## config.mk

```make
export PLATFORM = sky130hd
export DESIGN_NAME = add_seq_arb
export DESIGN_NICKNAME = d
export VERILOG_FILES = /design/src/rtl/add_pkg.sv /design/src/rtl/add_chunk.sv /design/src/rtl/add_seq_arb.sv
export SDC_FILE = /design/constraint.sdc
export NUM_CORES = 1
export LEC_CHECK = 0
export CORE_ASPECT_RATIO = 0.9
export CORE_UTILIZATION = 45
export DETAILED_ROUTE_END_ITERATION = 8
export PLACE_DENSITY = 0.72
export SYNTH_ARGS = -nofsm -noshare
export SYNTH_HDL_FRONTEND = slang
export SYNTH_SLANG_ARGS = --single-unit
```

## constraint.sdc

```tcl
create_clock -name clk -period 5.75 [get_ports clk]
set_input_delay 1.725 -clock clk [delete_from_list [all_inputs] [get_ports clk]]
set_output_delay 1.725 -clock clk [all_outputs]
set_load 0.02 [all_outputs]
```

## src/rtl/add_pkg.sv

```systemverilog
// rtl/add_pkg.sv - shared state encoding and sizing helpers for the chunked adder scheduler
package add_pkg;

  localparam logic [1:0] ST_IDLE = 2'd0;
  localparam logic [1:0] ST_RUN  = 2'd1;
  localparam logic [1:0] ST_DONE = 2'd2;

  typedef enum logic [1:0] {
    S_IDLE = ST_IDLE,
    S_RUN  = ST_RUN,
    S_DONE = ST_DONE
  } state_t;

  // Number of RUN cycles needed to walk an operand one chunk at a time.
  function automatic int nsteps(input int bit_num, input int chunk);
    return bit_num / chunk;
  endfunction

  // Operand width must split evenly into chunks.
  function automatic bit chunk_ok(input int bit_num, input int chunk);
    return (chunk >= 1) && (chunk <= bit_num) && ((bit_num % chunk) == 0);
  endfunction

endpackage

```

## src/rtl/add_chunk.sv

```systemverilog
// rtl/add_chunk.sv - combinational W-bit adder slice with carry in and carry out
module add_chunk #(
  parameter int W = 2
) (
  input  logic [W-1:0] a,
  input  logic [W-1:0] b,
  input  logic         c_i,
  output logic [W-1:0] s,
  output logic         c_o
);

  // Widen by one bit so the top bit of the sum is the slice carry out.
  assign {c_o, s} = {1'b0, a} + {1'b0, b} + {{W{1'b0}}, c_i};

endmodule

```

## src/rtl/add_seq_arb.sv

```systemverilog
// rtl/add_seq_arb.sv - two-requester round-robin scheduler for a chunk-serial adder
module add_seq_arb
  import add_pkg::*;
#(
  parameter int BIT_NUM = 8,
  parameter int CHUNK   = 2
) (
  input  logic               clk,
  input  logic               rst,
  input  logic               req0_valid,
  output logic               req0_ready,
  input  logic [BIT_NUM-1:0] req0_a,
  input  logic [BIT_NUM-1:0] req0_b,
  input  logic               req1_valid,
  output logic               req1_ready,
  input  logic [BIT_NUM-1:0] req1_a,
  input  logic [BIT_NUM-1:0] req1_b,
  output logic               res_valid,
  input  logic               res_ready,
  output logic [BIT_NUM-1:0] res_o,
  output logic               res_c_o,
  output logic               res_id
);

  localparam int NSTEPS = nsteps(BIT_NUM, CHUNK);
  localparam int SW     = (NSTEPS > 1) ? $clog2(NSTEPS) : 1;

  generate
    if (!chunk_ok(BIT_NUM, CHUNK)) begin : g_bad_chunk
      $error("add_seq_arb: BIT_NUM must be a multiple of CHUNK");
    end
  endgenerate

  state_t             state;
  logic               last_grant;
  logic               id_q;
  logic               carry;
  logic [SW-1:0]      step;
  logic [BIT_NUM-1:0] a_q;
  logic [BIT_NUM-1:0] b_q;
  logic [BIT_NUM-1:0] acc;

  logic               grant_id;
  logic               idle_open;
  logic               xfer;
  logic               last_step;
  logic [CHUNK-1:0]   a_sl;
  logic [CHUNK-1:0]   b_sl;
  logic [CHUNK-1:0]   sum_sl;
  logic               cout;
  logic [BIT_NUM-1:0] acc_next;

  // Round-robin pick: a lone requester wins outright, a tie goes to whoever was not served last.
  always_comb begin
    grant_id = 1'b0;
    if (req0_valid && req1_valid) begin
      grant_id = ~last_grant;
    end else begin
      grant_id = req1_valid;
    end
  end

  // Ready is held low during reset so nothing is accepted while the state is being forced.
  assign idle_open  = (state == S_IDLE) && !rst;
  assign req0_ready = idle_open && req0_valid && !grant_id;
  assign req1_ready = idle_open && req1_valid && grant_id;
  assign xfer       = req0_ready || req1_ready;
  assign last_step  = (step == SW'(NSTEPS - 1));

  // Select the operand chunk addressed by step and merge the slice sum back into the accumulator.
  always_comb begin
    a_sl     = '0;
    b_sl     = '0;
    acc_next = acc;
    for (int i = 0; i < NSTEPS; i++) begin
      if (step == SW'(i)) begin
        a_sl                         = a_q[i*CHUNK +: CHUNK];
        b_sl                         = b_q[i*CHUNK +: CHUNK];
        acc_next[i*CHUNK +: CHUNK]   = sum_sl;
      end
    end
  end

  add_chunk #(
    .W(CHUNK)
  ) u_chunk (
    .a   (a_sl),
    .b   (b_sl),
    .c_i (carry),
    .s   (sum_sl),
    .c_o (cout)
  );

  // Scheduler FSM: accept one add in IDLE, ripple it chunk by chunk in RUN, hold the result in DONE.
  always_ff @(posedge clk or posedge rst) begin
    if (rst) begin
      state      <= S_IDLE;
      last_grant <= 1'b1;
      id_q       <= 1'b0;
      carry      <= 1'b0;
      step       <= '0;
      a_q        <= '0;
      b_q        <= '0;
      acc        <= '0;
      res_valid  <= 1'b0;
      res_o      <= '0;
      res_c_o    <= 1'b0;
      res_id     <= 1'b0;
    end else begin
      case (state)
        S_IDLE: begin
          if (xfer) begin
            a_q        <= grant_id ? req1_a : req0_a;
            b_q        <= grant_id ? req1_b : req0_b;
            id_q       <= grant_id;
            last_grant <= grant_id;
            carry      <= 1'b0;
            step       <= '0;
            state      <= S_RUN;
          end
        end
        S_RUN: begin
          acc   <= acc_next;
          carry <= cout;
          if (last_step) begin
            res_valid <= 1'b1;
            res_o     <= acc_next;
            res_c_o   <= cout;
            res_id    <= id_q;
            state     <= S_DONE;
          end else begin
            step <= step + SW'(1);
          end
        end
        S_DONE: begin
          if (res_ready) begin
            res_valid <= 1'b0;
            state     <= S_IDLE;
          end
        end
        default: state <= S_IDLE;
      endcase
    end
  end

endmodule

```

==> reports/metrics.cfg <==
[layout]
layout_common_cells = clkdlybuf4s50_1, dfrtp_1, nand2_1, o21ai_0, o32ai_1
diodes = 0
stdcell_area_um2 = 2650
final_cells = 298
syn2layout_area_growth_pct = 28.5
regArea_um2 = 1000
nFillCells = 378
multiInputGateArea_um2 = 931
drive_above_1_share = 0.0966
nets = 280
final_common_cell = clkdlybuf4s50_1

[power_and_ir_drop]
power_w = 0.00146
p_leak_nw = 1.09
ir_worst_vdd_uv = 306
power_density_nw_per_um2 = 551

[logic_synthesis]
netlist_area_um2 = 2060
async_flop_share = 1.00
yosys_register_bits = 40
yosysSeqAreaShare = 0.485
synth_cell_types = 36
synthFlopType = dfrtp_1
yosysWarningCount = 0
synth_edf_count = 0
syn_area_per_cell_um2 = 10.7
syn-num-nets = 236
syn_inst = 193

[routing]
vias = 1610
dr.first_iter.drc_count = 53
routedWlPerCell_um = 14.5
ant_nets = 0
wirelength_mm = 4.33
drt_first_pass_iters = 4
drc = 0
viasPerCell = 5.40

[place]
place_area_um2 = 2560
dp_hpwl_mm = 3.08
placed_cells = 290
port_buffers = 49
dp_worst_setup_slack_ns = 0.572
globalplace.congestion = 0.805

[die]
ios = 50
core_um2 = 4240
start_util = 0.487
chipHeight_um = 66.3
rows = 22
dieArea_um2 = 4860
die_width_um = 73.4

[sta]
drv_slew = 0
fin_crit_ns = 5.20
worst_pin_slew_ns = 0.566
rsz0062_at_grt = false
min_period_over_period = 0.904
fin_setup_tns_ns = 0
setup_viol = 0
hold_violations = 0
fin_ws_ns = 0.553
fmax_ghz = 0.192
clock_skew_ns = 0.00692
relSlewSlack = 0.622

[worst_setup_path]
cp-end-kind = primary output
rr_endpoint = res_o[3]
worstSetupPathType = in2out
ff2ff_path_depth = 10
worst-path-max-fanout = 17
cp.arrival_ns = 3.47
r2r_slack_ns = 2.93
timing.rr.start = step[0]
start_kind = input port
cp.required_ns = 4.03

[clocking]
clk_pin_slew_ns = 0.07
cts_buffers = 5
cts_max_level = 2
ctsResizeCount = 0
cts_max_path_buffers = 2
hold_buffers = 0
cts_tree = yes
clock-sinks = 40
ctsRootBufferMaster = clkbuf_8
cts_setup_buffers = 0
insertion_delay_ns = 0.29

[grt]
grt_pass1_wl_mm = 7.34
grt_max_degree = 41
grt_pass1_vias = 1533
gr-total-overflow = 0
antenna_found_initial = 0
grt.total_usage = 0.203

[run]
drv_cap = 0

[worst_hold_path]
hp-class = reg2reg
min_from = res_o[2]
min_to = res_o[2]
whs_path_depth = 2

[outcome]
status = finished, final reports clean

## kinds of logic after synthesis
family                   synth area share
buffers and inverters              0.0636
AO/OA/AOI/OAI                       0.291
flip-flops                          0.485
AND/OR/NAND/NOR                     0.112
multiplexers                      0.00485
adder cells (fa/ha/maj)            0.0436
## critical path, cell delays in order
cell and delay, ns:
clkdlybuf4s50_1 0.54, a21bo_1 0.42, nor2_1 0.16, clkdlybuf4s50_1 0.62
## layout make-up
cell class                 instances  area share
clock buffer                       8      0.0340
sequential                        40       0.378
timing repair buffer              52       0.193
tap                               60      0.0283
inverter                          11      0.0156
multi-input combinational        127       0.351
## cell usage after synthesis, types with 4 or more instances
master     number  area, um^2
dfrtp_1        39         976
nand2_1        26        97.6
o21ai_0        21         105
o32ai_1        16         140
inv_1          10        37.5
a21oi_1         8        40.0
a2bb2oi_1       8        70.1
a2bb2oi_2       8         120
buf_2           8        40.0
a221o_1         4        40.0
a22oi_1         4        30.0
clkbuf_1        4        15.0
ha_1            4        50.1
nand3b_1        4        30.0
nor2_1          4        15.0
## routing by layer
layer  vias to the layer above  global-route usage  wire length, um
li1                        803                   -                -
met1                       751               0.284             2070
met2                        49               0.309             1920
met3                         7              0.0564              291
met4                         0              0.0577               51
met5                         -                   0                0
## worst max path at each step
stage | startpoint | end | slack, ns | cells after the start
6_report | req1_valid | req1_ready | 0.55 | 4
5_1_grt | req1_valid | req1_ready | 0.47 | 4
3_5_place_dp | req1_valid | req1_ready | 0.57 | 4
3_3_place_gp | req1_valid | req1_ready | 0.58 | 4
2_1_floorplan | rst | req0_ready | 1.42 | 2
4_1_cts | req1_valid | req1_ready | 0.55 | 4
## through the flow
| step | utilization | hold WS (ns) |
|---|---|---|
| 6_report | 0.626 | 0.475 |
| 5_1_grt | 0.626 | 0.511 |
| 4_1_cts | 0.626 | 0.481 |
| 3_5_place_dp | 0.604 | 0.465 |
| 3_3_place_gp | 0.604 | 0.456 |
| 2_1_floorplan | - | 0.445 |
## state kept, by name, summed over array words and instances (netlist names), 2 cells and up
register  count
a_q           8
res_o         8
step          2
acc           6
b_q           8
state         2
## where the power goes
| part | switching [W] | total [W] | internal, W |
|---|---|---|---|
| clock | 0.0000907 | 0.000189 | 0.0000978 |
| combinational | 0.000402 | 0.000761 | 0.000359 |
| sequential | 0.0000960 | 0.000511 | 0.000415 |
| total | 0.000589 | 0.00146 | 0.000872 |
Note: power is estimated with default switching activity, not from simulation.
